--- config.mk ---
export PLATFORM = sky130hd
export DESIGN_NAME = alu_issue_scheduler_flat
export DESIGN_NICKNAME = d
export VERILOG_FILES = /design/src/rtl/alu_issue_scheduler_if.sv /design/src/rtl/alu_issue_scheduler.sv /design/src/flat_wrapper.sv
export SDC_FILE = /design/constraint.sdc
export NUM_CORES = 1
export LEC_CHECK = 0
export CAP_MARGIN = 20
export CELL_PAD_IN_SITES_DETAIL_PLACEMENT = 1
export CELL_PAD_IN_SITES_GLOBAL_PLACEMENT = 1
export CORE_MARGIN = 10
export CORE_UTILIZATION = 28
export DETAILED_ROUTE_END_ITERATION = 6
export PLACE_DENSITY_LB_ADDON = 0.08
export SLEW_MARGIN = 20
export SYNTH_ARGS = -nofsm -noshare
export SYNTH_HDL_FRONTEND = slang
export SYNTH_SLANG_ARGS = --single-unit
--- constraint.sdc ---
create_clock -name clk -period 4.55 [get_ports clk]
set_input_delay 0.6825 -clock clk [delete_from_list [all_inputs] [get_ports clk]]
set_output_delay 0.6825 -clock clk [all_outputs]
set_load 0.03 [all_outputs]
--- src/rtl/alu_issue_scheduler_if.sv ---
// Bundle of reservation-station, ALU and CDB signals around the ALU issue scheduler.
// The scheduler uses the slave modport; the RS/ALU/arbiter environment uses master.
interface alu_issue_scheduler_if #(
  parameter int NUM_RS  = 3,
  parameter int DATA_W  = 32,
  parameter int LABEL_W = 4,
  parameter int OP_W    = 2
);
  logic                      flush;
  logic [NUM_RS-1:0]         rsReady;
  logic [NUM_RS*OP_W-1:0]    rsOp;
  logic [NUM_RS*DATA_W-1:0]  rsData1;
  logic [NUM_RS*DATA_W-1:0]  rsData2;
  logic [NUM_RS*LABEL_W-1:0] rsLabel;
  logic [NUM_RS-1:0]         rsGrant;
  logic                      aluAvailable;
  logic                      aluWEN;
  logic [OP_W-1:0]           aluOp;
  logic [DATA_W-1:0]         aluData1;
  logic [DATA_W-1:0]         aluData2;
  logic [LABEL_W-1:0]        aluLabel;
  logic                      aluRequire;
  logic                      aluRequireAC;
  logic                      cdbReq;
  logic                      cdbAck;
  logic                      busy;
  logic [15:0]               issueCount;

  modport master (
    output flush, rsReady, rsOp, rsData1, rsData2, rsLabel,
           aluAvailable, aluRequire, cdbAck,
    input  rsGrant, aluWEN, aluOp, aluData1, aluData2, aluLabel,
           aluRequireAC, cdbReq, busy, issueCount
  );

  modport slave (
    input  flush, rsReady, rsOp, rsData1, rsData2, rsLabel,
           aluAvailable, aluRequire, cdbAck,
    output rsGrant, aluWEN, aluOp, aluData1, aluData2, aluLabel,
           aluRequireAC, cdbReq, busy, issueCount
  );
endinterface

--- src/rtl/alu_issue_scheduler.sv ---
// Round-robin issue of ready RS entries into a one-entry register feeding the shared ALU,
// with pass-through of the ALU's CDB request/acknowledge handshake.
module alu_issue_scheduler #(
  parameter int NUM_RS  = 3,
  parameter int DATA_W  = 32,
  parameter int LABEL_W = 4,
  parameter int OP_W    = 2
) (
  input  logic               clk,
  input  logic               RST,
  alu_issue_scheduler_if.slave bus
);
  localparam int PTR_W = $clog2(NUM_RS);

  logic               issue_valid_q, issue_valid_d;
  logic [PTR_W-1:0]   rr_ptr_q, rr_ptr_d;
  logic [OP_W-1:0]    op_q, op_d;
  logic [DATA_W-1:0]  data1_q, data1_d;
  logic [DATA_W-1:0]  data2_q, data2_d;
  logic [LABEL_W-1:0] label_q, label_d;
  logic [15:0]        issue_count_q, issue_count_d;

  logic               fire;
  logic               can_fill;
  logic               grant_any;
  logic [PTR_W-1:0]   grant_idx;
  logic [NUM_RS-1:0]  grant_vec;

  // Arbitration: search upward from rr_ptr_q with wrap; the first ready entry wins.
  always_comb begin
    int idx;
    idx       = 0;
    fire      = issue_valid_q & bus.aluAvailable;
    can_fill  = ~bus.flush & ~RST & (~issue_valid_q | fire);
    grant_any = 1'b0;
    grant_idx = '0;
    grant_vec = '0;
    for (int k = 0; k < NUM_RS; k++) begin
      idx = int'(rr_ptr_q) + k;
      if (idx >= NUM_RS) idx = idx - NUM_RS;
      if (!grant_any && bus.rsReady[idx]) begin
        grant_any = 1'b1;
        grant_idx = PTR_W'(idx);
      end
    end
    if (!can_fill) grant_any = 1'b0;
    for (int i = 0; i < NUM_RS; i++) begin
      if (grant_any && (grant_idx == PTR_W'(i))) grant_vec[i] = 1'b1;
    end
  end

  always_comb begin
    issue_valid_d = issue_valid_q;
    rr_ptr_d      = rr_ptr_q;
    op_d          = op_q;
    data1_d       = data1_q;
    data2_d       = data2_q;
    label_d       = label_q;
    issue_count_d = issue_count_q + 16'(fire);
    if (bus.flush) begin
      issue_valid_d = 1'b0;
    end else if (grant_any) begin
      issue_valid_d = 1'b1;
      rr_ptr_d      = (grant_idx == PTR_W'(NUM_RS - 1)) ? '0 : grant_idx + 1'b1;
    end else if (fire) begin
      issue_valid_d = 1'b0;
    end
    for (int i = 0; i < NUM_RS; i++) begin
      if (grant_vec[i]) begin
        op_d    = bus.rsOp[i*OP_W +: OP_W];
        data1_d = bus.rsData1[i*DATA_W +: DATA_W];
        data2_d = bus.rsData2[i*DATA_W +: DATA_W];
        label_d = bus.rsLabel[i*LABEL_W +: LABEL_W];
      end
    end
  end

  always_ff @(posedge clk or posedge RST) begin
    if (RST) begin
      issue_valid_q <= 1'b0;
      rr_ptr_q      <= '0;
      op_q          <= '0;
      data1_q       <= '0;
      data2_q       <= '0;
      label_q       <= '0;
      issue_count_q <= '0;
    end else begin
      issue_valid_q <= issue_valid_d;
      rr_ptr_q      <= rr_ptr_d;
      op_q          <= op_d;
      data1_q       <= data1_d;
      data2_q       <= data2_d;
      label_q       <= label_d;
      issue_count_q <= issue_count_d;
    end
  end

  // CDB handshake is purely combinational; no latency is added.
  assign bus.rsGrant      = grant_vec;
  assign bus.aluWEN       = issue_valid_q;
  assign bus.aluOp        = op_q;
  assign bus.aluData1     = data1_q;
  assign bus.aluData2     = data2_q;
  assign bus.aluLabel     = label_q;
  assign bus.cdbReq       = bus.aluRequire;
  assign bus.aluRequireAC = bus.aluRequire & bus.cdbAck;
  assign bus.busy         = issue_valid_q | bus.aluRequire;
  assign bus.issueCount   = issue_count_q;
endmodule

--- src/flat_wrapper.sv ---
// flat-port wrapper written by rule: the top's interface ports become plain ports
module alu_issue_scheduler_flat 
#(
  parameter int NUM_RS  = 3,
  parameter int DATA_W  = 32,
  parameter int LABEL_W = 4,
  parameter int OP_W    = 2
)
  (clk, RST, bus_flush, bus_rsReady, bus_rsOp, bus_rsData1, bus_rsData2, bus_rsLabel, bus_aluAvailable, bus_aluRequire, bus_cdbAck, bus_rsGrant, bus_aluWEN, bus_aluOp, bus_aluData1, bus_aluData2, bus_aluLabel, bus_aluRequireAC, bus_cdbReq, bus_busy, bus_issueCount);
  alu_issue_scheduler_if #(.NUM_RS(NUM_RS), .DATA_W(DATA_W), .LABEL_W(LABEL_W), .OP_W(OP_W)) bus_i ();
  input  logic clk;
  input  logic RST;
  input wire logic [$bits(bus_i.flush)-1:0] bus_flush;
  input wire logic [$bits(bus_i.rsReady)-1:0] bus_rsReady;
  input wire logic [$bits(bus_i.rsOp)-1:0] bus_rsOp;
  input wire logic [$bits(bus_i.rsData1)-1:0] bus_rsData1;
  input wire logic [$bits(bus_i.rsData2)-1:0] bus_rsData2;
  input wire logic [$bits(bus_i.rsLabel)-1:0] bus_rsLabel;
  input wire logic [$bits(bus_i.aluAvailable)-1:0] bus_aluAvailable;
  input wire logic [$bits(bus_i.aluRequire)-1:0] bus_aluRequire;
  input wire logic [$bits(bus_i.cdbAck)-1:0] bus_cdbAck;
  output wire logic [$bits(bus_i.rsGrant)-1:0] bus_rsGrant;
  output wire logic [$bits(bus_i.aluWEN)-1:0] bus_aluWEN;
  output wire logic [$bits(bus_i.aluOp)-1:0] bus_aluOp;
  output wire logic [$bits(bus_i.aluData1)-1:0] bus_aluData1;
  output wire logic [$bits(bus_i.aluData2)-1:0] bus_aluData2;
  output wire logic [$bits(bus_i.aluLabel)-1:0] bus_aluLabel;
  output wire logic [$bits(bus_i.aluRequireAC)-1:0] bus_aluRequireAC;
  output wire logic [$bits(bus_i.cdbReq)-1:0] bus_cdbReq;
  output wire logic [$bits(bus_i.busy)-1:0] bus_busy;
  output wire logic [$bits(bus_i.issueCount)-1:0] bus_issueCount;
  assign bus_i.flush = bus_flush;
  assign bus_i.rsReady = bus_rsReady;
  assign bus_i.rsOp = bus_rsOp;
  assign bus_i.rsData1 = bus_rsData1;
  assign bus_i.rsData2 = bus_rsData2;
  assign bus_i.rsLabel = bus_rsLabel;
  assign bus_i.aluAvailable = bus_aluAvailable;
  assign bus_i.aluRequire = bus_aluRequire;
  assign bus_i.cdbAck = bus_cdbAck;
  assign bus_rsGrant = bus_i.rsGrant;
  assign bus_aluWEN = bus_i.aluWEN;
  assign bus_aluOp = bus_i.aluOp;
  assign bus_aluData1 = bus_i.aluData1;
  assign bus_aluData2 = bus_i.aluData2;
  assign bus_aluLabel = bus_i.aluLabel;
  assign bus_aluRequireAC = bus_i.aluRequireAC;
  assign bus_cdbReq = bus_i.cdbReq;
  assign bus_busy = bus_i.busy;
  assign bus_issueCount = bus_i.issueCount;
  alu_issue_scheduler #(.NUM_RS(NUM_RS), .DATA_W(DATA_W), .LABEL_W(LABEL_W), .OP_W(OP_W)) u_core (.clk(clk), .RST(RST), .bus(bus_i));
endmodule
After elaboration in Yosys (flattened, before gate mapping)
Index checks and enable logic that the tools add are counted.
{ "word_totals": {"regBits": 89, "input_bits": 219, "output_inout_bits": 93, "wordCells": 80} }
{ "op_classes": {"n_addsub": 7, "n_lt_le_gt_ge": 6, "n_eq_ne": 2, "mux": 38, "n_bitwise": 9, "n_reduce_logical": 11} }
{ "ops": {"columns": ["cell", "count"], "rows": [
  ["32-bit two-way mux", 9],
  ["32-bit by 4-bit < comparator with 1-bit output (second input constant)", 3],
  ["32-bit by 3-bit >= comparator with 1-bit output (second input constant)", 2],
  ["32-bit by 3-bit subtractor with 32-bit output (second input constant)", 2],
  ["16-bit by 1-bit adder with 16-bit output", 1],
  ["1-bit two-way mux", 16],
  ["2-bit two-way mux", 7],
  ["4-bit two-way mux", 3],
  ["1-bit binary-select mux with 2-bit select", 3],
  ["3-bit nonzero test", 2],
  ["1-bit logical AND", 5],
  ["1-bit AND", 4],
  ["2-bit by 1-bit adder with 3-bit output (second input constant)", 1],
  ["2-bit by 2-bit adder with 3-bit output (second input constant)", 1],
  ["1-bit NOT", 3],
  ["2-bit by 2-bit subtractor with 3-bit output (second input constant)", 1],
  ["2-bit by 1-bit adder with 2-bit output (second input constant)", 1],
  ["2-bit by 1-bit == test with 1-bit output (second input constant)", 1],
  ["2-bit == test (second input constant)", 1],
  ["2-bit >= comparator (second input constant)", 1],
  ["1-bit logical NOT", 2],
  ["2-bit logical NOT", 1],
  ["1-bit OR", 2],
  ["2-bit AND reduction", 1]
]} }

Logic depth before layout (Yosys ltp)
Gate-level depths: netlist of run 1.
{ "logic_depth": {"depth_word": 18, "depth_mapped": 10, "ltp_nobuf": 8} }

Worst setup path before layout of run 1
Ideal clock, no wire load.
{ "synth_path": {"path_kind": "register to output", "from": "reg u_core.rr_ptr_q[0]", "to": "out bus_rsGrant[2]", "arrival_ns": 2.608, "required_ns": 3.868, "setup_slack_ns": 1.259, "stages_incl_launch_ff": 11, "path_buffers": 3, "cell_sequence": "dfrtp_1 -> inv_1 -> ha_1 -> or2b_1 -> a21boi_1 -> or4_4 -> and3_1 -> buf_2 -> buf_4 -> buf_2 -> nor2_1"} }
{ "synth_via": {"elab_chain_len": 15, "elab_cells_between_ends": 34, "classes_between": "5 x add/sub; 3 x order compare; 1 x eq/ne; 20 x mux; 5 x reduce/logical"} }
{ "synth_rtl": {"columns": ["element", "line", "text"], "rows": [
  ["start, declared", "alu_issue_scheduler.sv:16", "logic [PTR_W-1:0] rr_ptr_q, rr_ptr_d;"],
  ["start signal, assigned", "alu_issue_scheduler.sv:89", "rr_ptr_q <= rr_ptr_d;"],
  ["parallel branches: the longest is 13 deep, another holds 32-bit by 3-bit subtractor with 32-bit output", null, null],
  ["1-bit logical AND *", "alu_issue_scheduler.sv:48", "if (grant_any && (grant_idx == PTR_W'(i))) grant_vec[i] = 1'b1;"],
  ["1-bit two-way mux *", "alu_issue_scheduler.sv:48", null],
  ["end, declared", "flat_wrapper.sv:22", "output wire logic [$bits(bus_i.rsGrant)-1:0] bus_rsGrant;"]
]} }
Mark *: on every way between the ends. The select of a mux whose other input is x is not followed.

Final worst setup path of run 1
{ "layout_path": {"from": "reg u_core.rr_ptr_q[0]", "to": "out bus_rsGrant[1]"} }
{ "layout_via": {"elab_chain_len": 15, "elab_cells_between_ends": 34, "classes_between": "5 x add/sub; 3 x order compare; 1 x eq/ne; 20 x mux; 5 x reduce/logical"} }
{ "layout_rtl": {"columns": ["element", "line"], "rows": [
  ["parallel branches: the longest is 13 deep, another holds 32-bit by 3-bit subtractor with 32-bit output", null],
  ["1-bit logical AND *", "alu_issue_scheduler.sv:48"],
  ["1-bit two-way mux *", "alu_issue_scheduler.sv:48"]
]} }
Marks and branches as above.

==> metrics.txt, run 1 <==
status finished clean; die height 153 um; maximum clock skew at final layout 0.00738 ns; worst hold-check slack 0.491 ns; CTS sink cnt 89; library cell contributing the largest single delay on the critical path sky130_fd_sc_hd__clkdlybuf4s50_1; netlist area before placement 0.00492 mm^2; required arrival time at the worst endpoint 3.87 ns; overall fraction of global-route tracks in use 18.4%; Die Width 153 um; placeable core region 0.0172 mm^2; number of clock buffers inserted by TritonCTS 9; worst min-delay path category register to register; longest individual stage delay on the worst path 0.68 ns; clock network latency to the later pin of the worst-skew pair 0.35 ns; CP Max Fanout 6; Worst Path Arrival 3.38 ns; Final Setup Violations 0; synthesized instance count 503; Fin. Hold Viols 0; post-route clock period utilization 89.3%; placer congestion estimate 0.839; family with the most delay on the worst path simple AND/OR/NAND/NOR gates; Relative slew margins 38.0%; filler cell count in the final layout 1896; type of the worst setup path register to output pin; io pins 312; post_cts resized 0; max-slew violation total from the final report 0; Die Area 0.0233 mm^2; proportion of synthesized chip area in sequential cells 45.3%; FP Rows 48; ratio of cells with drive above 1 in the final layout 4.77%; prevailing post-synth register cell sky130_fd_sc_hd__dfrtp_1; type of destination of the critical path output pin; initial antenna violation count 3; final routed wire length divided by cell count 21.5 um; Longest Clk Path Bufs 2; Max Cap Violations 0; number of buffers and inverters on the critical path 2; slew at the pin closest to its max-slew limit 0.929 ns; Cell variety after synth 40; largest net degree at the start of global routing 87; number of cells on the worst reg-to-reg path 10; clock tree root buffer cell sky130_fd_sc_hd__clkbuf_16; number of post-CTS setup repair buffers 0; Critical Path Source Type register; router iterations before antenna repair 4; top cell types by occurrence after synthesis 89 x sky130_fd_sc_hd__dfrtp_1, 74 x sky130_fd_sc_hd__nor2_1, 67 x sky130_fd_sc_hd__mux2i_1; pre-CTS setup slack 0.654 ns; unrepaired setup endpoints after global routing no; number of DRC violations after detailed routing 0; cell count along the critical path 8; quantity of I/O buffers inserted on ports 311; final worst path period need 4.06 ns; layout net count 1017; total nets after synthesis 728; Warnings, synthesis 0; maximum ir drop on the vdd rail 0.000370 V; leading cell type by number of instances after synthesis sky130_fd_sc_hd__dfrtp_1; PnR Total Power 5.34 mW; DRT iter0 DRCs 150; vias in the first global route 5800; top cell type's share of synthesized area 45.3%; initial core utilization 28.5%; clock-pin slew of the registers on the worst-case setup and hold paths 0.07 ns; global-route wire length before repair 34100 um; Routed Antenna Nets 0; highest clock frequency the design can meet 0.246 GHz; Overflow after GRT 0; cell taking the most area after synthesis sky130_fd_sc_hd__dfrtp_1; CP Cell Sequence inv_1 -> ha_1 -> or2b_1 -> a21boi_1 -> nor4b_1 -> or2_0 -> and2_1 -> clkdlybuf4s50_1; mean instance size in the synthesized netlist 9.78 um^2; leakage component of the power 3.57 nW; number of synthesized flops with an enable pin 0; number of synthesized register bits 89; number of cells on the worst hold path 1; count of H-tree levels built during CTS 3; biggest area contributors in the synthesized netlist sky130_fd_sc_hd__dfrtp_1 45%, sky130_fd_sc_hd__mux2i_1 14%, sky130_fd_sc_hd__a211oi_1 9.9%; final wirelength 22100 um; post-detailed-placement half-perimeter wirelength 17200 um; Post-Route Setup TNS 0 ns; area overhead of the layout relative to synthesis 72.5%; TritonCTS clock tree yes; proportion of synthesized flip-flops having asynchronous set or reset 100%; end-of-flow core utilization 49.3%; final setup margin 0.489 ns; via-per-instance ratio 4.94; via count 5067; power density cells 629 mW/mm^2; hold buffers post-CTS 0
==> final timing paths <==
check                                     startpoint                   endpoint  slack, ns
setup reg to reg                  u_core.rr_ptr_q[0]     u_core.bus.aluData2[0]       1.13
setup / recovery                  u_core.rr_ptr_q[0]             bus_rsGrant[1]       0.49
min in group asynchronous                        RST          u_core.bus.aluWEN       0.92
max in group asynchronous                        RST    u_core.bus.aluData2[15]       2.74
hold / removal             u_core.bus.issueCount[15]  u_core.bus.issueCount[15]       0.49
hold reg to reg            u_core.bus.issueCount[15]  u_core.bus.issueCount[15]       0.49
==> stage by stage <==
step,instance area (um^2),cells
after floorplan,4920,503
after global placement,8200,1006
after detailed placement,8200,1006
after CTS,8480,1022
after global routing,8490,1025
final,8490,1025
==> power by group <==
group | switching (mW) | leakage, nW | internal (mW) | total (mW)
logic | 1.88 | 2.37 | 1.37 | 3.24
registers | 0.214 | 1.07 | 1.15 | 1.36
clock network | 0.353 | 0.132 | 0.381 | 0.734
==> registers in the layout, summed over array words and instances (netlist names) <==
name and cells:
u_core.bus.aluOp 2, u_core.bus.aluLabel 4, u_core.bus.issueCount 16, u_core.bus.aluWEN 1
u_core.rr_ptr_q 2, u_core.bus.aluData1 32, u_core.bus.aluData2 32
==> layer usage <==
layer  wire length [um]  track usage, %  share of wire, %  vias to the layer above
met5                  0               0                 0                        -
met4                230            5.95               1.0                        0
met2              11700            33.0                53                      184
met3               1790            6.97               8.1                       14
met1               8380            19.4                38                     2464
li1                   -               -                 -                     2405
==> cell type report <==
| class | count | area, um^2 | share of cell area, % |
|---|---|---|---|
| Multi-Input combinational cell | 361 | 2470 | 29.0 |
| Clock buffer | 9 | 225 | 2.65 |
| Clock inverter | 7 | 62.6 | 0.737 |
| Sequential cell | 89 | 2230 | 26.2 |
| Timing Repair Buffer | 319 | 3170 | 37.4 |
| Inverter | 12 | 47.5 | 0.560 |
| Tap cell | 225 | 282 | 3.32 |
| Antenna cell | 3 | 7.51 | 0.0884 |
==> cells by family (layout without fill, tap and decap cells) <==
family                   after synthesis  count (layout)  share of synthesized area (%)
AND/OR/NAND/NOR                      183             183                           17.6
AO/OA/AOI/OAI                         91              91                           14.4
flip-flops                            89              89                           45.3
multiplexers                          67              67                           13.6
buffers and inverters                 53             347                           5.08
XOR/XNOR                              14              14                           2.49
adder cells (fa/ha/maj)                6               6                           1.53
other                                  0               3                              0
==> cells in the final DEF, fill, tap and decap left out, types with 3 or more instances in the layout <==
master,synthesis,final
sky130_fd_sc_hd__xnor2_1,11,11
sky130_fd_sc_hd__xor2_1,3,3
sky130_fd_sc_hd__and2_1,4,4
sky130_fd_sc_hd__buf_4,4,8
sky130_fd_sc_hd__a21oi_1,5,5
sky130_fd_sc_hd__a211oi_1,65,65
sky130_fd_sc_hd__clkbuf_16,0,9
sky130_fd_sc_hd__inv_1,12,11
sky130_fd_sc_hd__nand3_1,14,14
sky130_fd_sc_hd__clkinvlp_4,0,3
sky130_fd_sc_hd__mux2i_1,67,67
sky130_fd_sc_hd__nand2b_1,4,4
sky130_fd_sc_hd__a32o_1,4,4
sky130_fd_sc_hd__diode_2,0,3
sky130_fd_sc_hd__clkdlybuf4s50_1,0,311
sky130_fd_sc_hd__a221oi_2,4,4
sky130_fd_sc_hd__ha_1,6,6
sky130_fd_sc_hd__dfrtp_1,89,89
sky130_fd_sc_hd__nor2_1,74,74
sky130_fd_sc_hd__and3_1,6,5
sky130_fd_sc_hd__nor3_1,66,66
sky130_fd_sc_hd__nand2_1,5,5
Note: power is estimated with default switching activity, not from simulation.
==> run 2: changes to the inputs <==
--- a/config.mk
+++ b/config.mk
@@ -11,6 +11,8 @@
 export CORE_MARGIN = 10
 export CORE_UTILIZATION = 28
 export DETAILED_ROUTE_END_ITERATION = 6
+export GPL_TIMING_DRIVEN = 0
+export HOLD_SLACK_MARGIN = 0.15
 export PLACE_DENSITY_LB_ADDON = 0.08
 export SLEW_MARGIN = 20
 export SYNTH_ARGS = -nofsm -noshare
==> run 2 against run 1 <==
  * Clock power is 3.3% lower
  * Fmax is 6.6% lower
  * Total power increased by 1.9%
  * Sequential share of layout area decreased by 0.43 points
  * Non-clock buffer count up 34
  * Critical path depth is 3 higher
  * Cell count up 3.3%
  * Clock-buffer cell count is 1 higher
  * First-iteration DRC count rose by 35%
  * Largest power group unchanged
==> metrics.txt, run 2 (synthesis gave the netlist of run 1 again) <==
highest clock frequency the design can meet 0.230 GHz; post-detailed-placement half-perimeter wirelength 19300 um; area overhead of the layout relative to synthesis 75.4%; family with the most delay on the worst path buffers and inverters; type of the worst setup path register to output pin; clock-pin slew of the registers on the worst-case setup and hold paths 0.07 ns; longest individual stage delay on the worst path 0.68 ns; initial core utilization 28.5%; Die Width 153 um; TritonCTS clock tree yes; pre-CTS setup slack 0.381 ns; via count 5206; unrepaired setup endpoints after global routing no; number of clock buffers inserted by TritonCTS 9; Max Cap Violations 0; worst min-delay path category register to register; leakage component of the power 3.66 nW; vias in the first global route 6025; FP Rows 48; Routed Antenna Nets 0; max-slew violation total from the final report 0; post_cts resized 0; maximum ir drop on the vdd rail 0.000275 V; DRT iter0 DRCs 203; maximum clock skew at final layout 0.00507 ns; overall fraction of global-route tracks in use 19.9%; number of post-CTS setup repair buffers 0; library cell appearing most often on the critical path sky130_fd_sc_hd__buf_2; status finished clean; combined area of the multi-input logic cells 0.00245 mm^2; Fin. Hold Viols 0; Longest Clk Path Bufs 2; count of H-tree levels built during CTS 3; CTS sink cnt 89; Critical Path Source Type register; placeable core region 0.0172 mm^2; slew at the pin closest to its max-slew limit 0.668 ns; ratio of cells with drive above 1 in the final layout 6.14%; area after detailed placement 0.00835 mm^2; most common cell after layout, fill and taps aside sky130_fd_sc_hd__clkdlybuf4s50_1; quantity of I/O buffers inserted on ports 311; final wirelength 23700 um; type of destination of the critical path output pin; number of DRC violations after detailed routing 0; power density cells 630 mW/mm^2; Final Setup Violations 0; largest net degree at the start of global routing 55; CP Max Fanout 10; summed area of non-filler cells in the final layout 0.00863 mm^2; via-per-instance ratio 4.92; hold buffers post-CTS 0; Overflow after GRT 0; library cell contributing the largest single delay on the critical path sky130_fd_sc_hd__clkdlybuf4s50_1; placer congestion estimate 0.803; required arrival time at the worst endpoint 3.87 ns; final worst path period need 4.35 ns; final routed wire length divided by cell count 22.4 um; global-route wire length before repair 36300 um; final setup margin 0.200 ns; number of buffers and inverters on the critical path 5; layout net count 1051; Storage cell area 0.00223 mm^2; Die Area 0.0233 mm^2; clock network latency to the later pin of the worst-skew pair 0.35 ns; initial antenna violation count 3; r2r setup slk 1.41 ns; post-route clock period utilization 95.6%; io pins 312; Relative slew margins 55.5%; router iterations before antenna repair 6; Post-Route Setup TNS 0 ns; commonest cells after routing, fill and taps aside 311 x sky130_fd_sc_hd__clkdlybuf4s50_1, 89 x sky130_fd_sc_hd__dfrtp_1, 74 x sky130_fd_sc_hd__nor2_1, 67 x sky130_fd_sc_hd__mux2i_1, 66 x sky130_fd_sc_hd__nor3_1; clock tree root buffer cell sky130_fd_sc_hd__clkbuf_16; filler cell count in the final layout 1913; Worst Path Arrival 3.67 ns; CP Cell Sequence inv_1 -> ha_1 -> or2b_1 -> a21boi_1 -> or4_4 -> and3_1 -> buf_2 -> buf_4 -> buf_2 -> nor2_1 -> clkdlybuf4s50_1; die height 153 um
-- run 2: cell count changes in the layout (fill, tap and decap cells not counted), moves of 2 or more --
cell	delta
sky130_fd_sc_hd__buf_2	+17
sky130_fd_sc_hd__buf_4	-4
sky130_fd_sc_hd__buf_6	+2
sky130_fd_sc_hd__clkbuf_1	+18
sky130_fd_sc_hd__clkinv_2	+2
sky130_fd_sc_hd__inv_6	+2
sky130_fd_sc_hd__inv_8	-2
-- run 2: path summary, 6_finish.rpt --
| kind | end | start | cells past startpoint |
|---|---|---|---|
| max in group asynchronous | u_core.bus.aluData2[19] | RST | 3 |
| min reg2reg | u_core.bus.issueCount[15] | u_core.bus.issueCount[15] | 1 |
| min | u_core.bus.issueCount[15] | u_core.bus.issueCount[15] | 1 |
| max | bus_rsGrant[2] | u_core.rr_ptr_q[0] | 11 |
| max reg2reg | u_core.bus.aluData1[30] | u_core.rr_ptr_q[0] | 10 |
| min in group asynchronous | u_core.rr_ptr_q[0] | RST | 2 |
-- run 2: where the power goes --
part	total, mW	leakage [nW]	internal [mW]	switching [mW]
Combinational	3.36	2.46	1.41	1.96
Sequential	1.37	1.07	1.15	0.218
Clock	0.710	0.129	0.373	0.337
-- run 2: layout make-up --
class	count	area share, %
multi-input cells	361	28.4
well taps	225	3.26
inverters	12	0.580
diodes	3	0.0870
clock inverters	6	0.493
flip-flops and latches	89	25.8
plain buffers	41	2.38
repair buffers	312	36.4
clock buffers	10	2.65
-- run 2: per-layer routing --
metal,part of all wire (%),up-vias,GRT usage (%)
li1,-,2472,-
met3,8.1,29,7.42
met4,2.0,2,6.18
met5,0.034,-,0
met1,39,2512,21.4
met2,51,191,35.2
-- run 2: stage by stage --
stage / std cells / power [mW] / util [%] / hold slack [ns]
after floorplan: 503 / 3.31 / - / 0.502
after global placement: 1039 / 4.69 / 48.2 / 0.465
after detailed placement: 1040 / 4.77 / 48.4 / 0.475
after CTS: 1056 / 5.51 / 50.0 / 0.489
after global routing: 1057 / 5.78 / 50.0 / 0.518
final: 1059 / 5.44 / 50.1 / 0.480
==> run 3: changes to the inputs <==
--- a/config.mk
+++ b/config.mk
@@ -9,7 +9,7 @@
 export CELL_PAD_IN_SITES_DETAIL_PLACEMENT = 1
 export CELL_PAD_IN_SITES_GLOBAL_PLACEMENT = 1
 export CORE_MARGIN = 10
-export CORE_UTILIZATION = 28
+export CORE_UTILIZATION = 26
 export DETAILED_ROUTE_END_ITERATION = 6
 export GPL_TIMING_DRIVEN = 0
 export HOLD_SLACK_MARGIN = 0.15
==> constraint.sdc (replaced) <==
create_clock -name clk -period 4.2 [get_ports clk]
set_input_delay 0.63 -clock clk [delete_from_list [all_inputs] [get_ports clk]]
set_output_delay 0.63 -clock clk [all_outputs]
set_load 0.03 [all_outputs]
==> run 3 against run 2 <==
  * Via count decreased by 0.36%
  * Flip-flop and latch count unchanged
  * Routed wire length increased by 0.27%
  * Critical endpoint unchanged
==> metrics.txt, run 3 (synthesis gave the netlist of run 1 again) <==
layout net count 1054; ratio of cells with drive above 1 in the final layout 6.59%; Worst Path Arrival 3.38 ns; endpoint of the worst setup timing path bus_rsGrant[2]; leakage component of the power 3.70 nW; commonest cells after routing, fill and taps aside 309 x sky130_fd_sc_hd__clkdlybuf4s50_1, 89 x sky130_fd_sc_hd__dfrtp_1, 74 x sky130_fd_sc_hd__nor2_1, 67 x sky130_fd_sc_hd__mux2i_1, 66 x sky130_fd_sc_hd__nor3_1; library cell appearing most often on the critical path sky130_fd_sc_hd__buf_2; Fin. Hold Viols 0; Final Setup Violations 0; initial core utilization 26.4%; maximum ir drop on the vdd rail 0.000228 V; slew at the pin closest to its max-slew limit 0.654 ns; placer congestion estimate 0.776; post-detailed-placement half-perimeter wirelength 19400 um; Max Cap Violations 0; overall fraction of global-route tracks in use 18.6%; summed area of non-filler cells in the final layout 0.00869 mm^2; hold buffers post-CTS 0; Critical Path Source Type register; post-route clock period utilization 95.4%; family with the most delay on the worst path buffers and inverters; type of the worst setup path register to output pin; final standard cell count with taps included and fillers excluded 1070; final wirelength 23800 um; area overhead of the layout relative to synthesis 76.5%; count of H-tree levels built during CTS 3; status finished clean; area after detailed placement 0.00836 mm^2; clock-pin slew of the registers on the worst-case setup and hold paths 0.07 ns; via count 5187; Die Area 0.0248 mm^2; global-route wire length before repair 35000 um; type of destination of the critical path output pin; critical register-to-register path startpoint u_core.rr_ptr_q[0]; worst min-delay path category register to register; PnR Total Power 5.96 mW; Overflow after GRT 0; number of buffers and inverters on the critical path 5; Routed Antenna Nets 0; placeable core region 0.0186 mm^2; number of DRC violations after detailed routing 0; quantity of I/O buffers inserted on ports 311; TritonCTS clock tree yes; DRT iter0 DRCs 158; Die Width 158 um; worst hold-check slack 0.476 ns; final worst path period need 4.01 ns; Longest Clk Path Bufs 2; final routed wire length divided by cell count 22.2 um; clock tree root buffer cell sky130_fd_sc_hd__clkbuf_16; beginning of the critical path u_core.rr_ptr_q[0]; cell count along the critical path 11; io pins 312; R2R Path End u_core.bus.aluLabel[0]; total instance count after detailed placement 1049; library cell contributing the largest single delay on the critical path sky130_fd_sc_hd__or4_4; die height 158 um; CP Max Fanout 10; CTS sink cnt 89; highest clock frequency the design can meet 0.250 GHz; CP Cell Sequence inv_1 -> ha_1 -> or2b_1 -> a21boi_1 -> or4_4 -> and3_1 -> buf_2 -> buf_4 -> buf_2 -> nor2_1 -> clkdlybuf4s15_1; number of cells on the worst reg-to-reg path 9; r2r setup slk 1.09 ns; required arrival time at the worst endpoint 3.57 ns; number of clock buffers inserted by TritonCTS 9; Relative slew margins 56.4%; maximum clock skew at final layout 0.00787 ns; vias in the first global route 5789; via-per-instance ratio 4.85; most common cell after layout, fill and taps aside sky130_fd_sc_hd__clkdlybuf4s50_1; largest net degree at the start of global routing 70; power density cells 686 mW/mm^2; clock network latency to the later pin of the worst-skew pair 0.35 ns; FP Rows 50; longest individual stage delay on the worst path 0.59 ns; max-slew violation total from the final report 0; router iterations before antenna repair 4; initial antenna violation count 1
-- run 3: metal layers --
| metal | global-route usage, % | share of wire [%] |
|---|---|---|
| met2 | 31.7 | 49 |
| met1 | 20.3 | 39 |
| met3 | 8.55 | 10 |
| met4 | 5.43 | 1.4 |
| met5 | 0 | 0 |
-- run 3: timing repair --
item	4_1_cts	5_1_grt
buffers inserted	0	3
pin swaps	0	1
resized for setup	3	2
setup endpoints to repair	2	3
-- run 3: where the power goes --
part	switching [mW]	internal [mW]	leakage (nW)
Clock	0.394	0.414	0.135
Sequential	0.230	1.24	1.07
Combinational	2.13	1.55	2.50
-- run 3: worst register-to-register path, stage by stage (launching register included) --
cell                       delay, ns
sky130_fd_sc_hd__dfrtp_1        0.40
sky130_fd_sc_hd__inv_1          0.08
sky130_fd_sc_hd__ha_1           0.37
sky130_fd_sc_hd__or2b_1         0.18
sky130_fd_sc_hd__a21boi_1       0.11
sky130_fd_sc_hd__or4_4          0.59
sky130_fd_sc_hd__o21ai_4        0.31
sky130_fd_sc_hd__clkbuf_1       0.51
sky130_fd_sc_hd__a21oi_1        0.19
sky130_fd_sc_hd__a221oi_2       0.27
-- run 3: final cells by class --
class | count | area (um^2)
repair buffers | 315 | 3170
clock inverters | 7 | 61.3
plain buffers | 41 | 205
inverters | 12 | 50.0
diodes | 2 | 5.00
fillers | 2126 | 9960
well taps | 234 | 293
clock buffers | 9 | 225
multi-input cells | 361 | 2450
flip-flops and latches | 89 | 2230
-- run 3: worst min path at each step --
stage / endpoint / from / depth (start not counted) / slack, ns
floorplan: u_core.rr_ptr_q[1] / u_core.rr_ptr_q[1] / 1 / 0.50
global placement: u_core.bus.issueCount[15] / u_core.bus.issueCount[15] / 1 / 0.46
detailed placement: u_core.bus.issueCount[15] / u_core.bus.issueCount[15] / 1 / 0.47
CTS: u_core.bus.issueCount[15] / u_core.bus.issueCount[15] / 1 / 0.48
global route: u_core.bus.issueCount[15] / u_core.bus.issueCount[15] / 1 / 0.49
finish: u_core.bus.issueCount[15] / u_core.bus.issueCount[15] / 1 / 0.48
-- run 3: metrics by stage --
step	setup WS [ns]	setup TNS [ns]	utilization (%)
6_report	0.193	0	46.6
5_1_grt	-0.000280	-0.000280	46.6
4_1_cts	0.0573	0	46.4
3_5_place_dp	0.0911	0	44.8
3_3_place_gp	-0.515	-45.00	44.7
2_1_floorplan	0.962	0	-
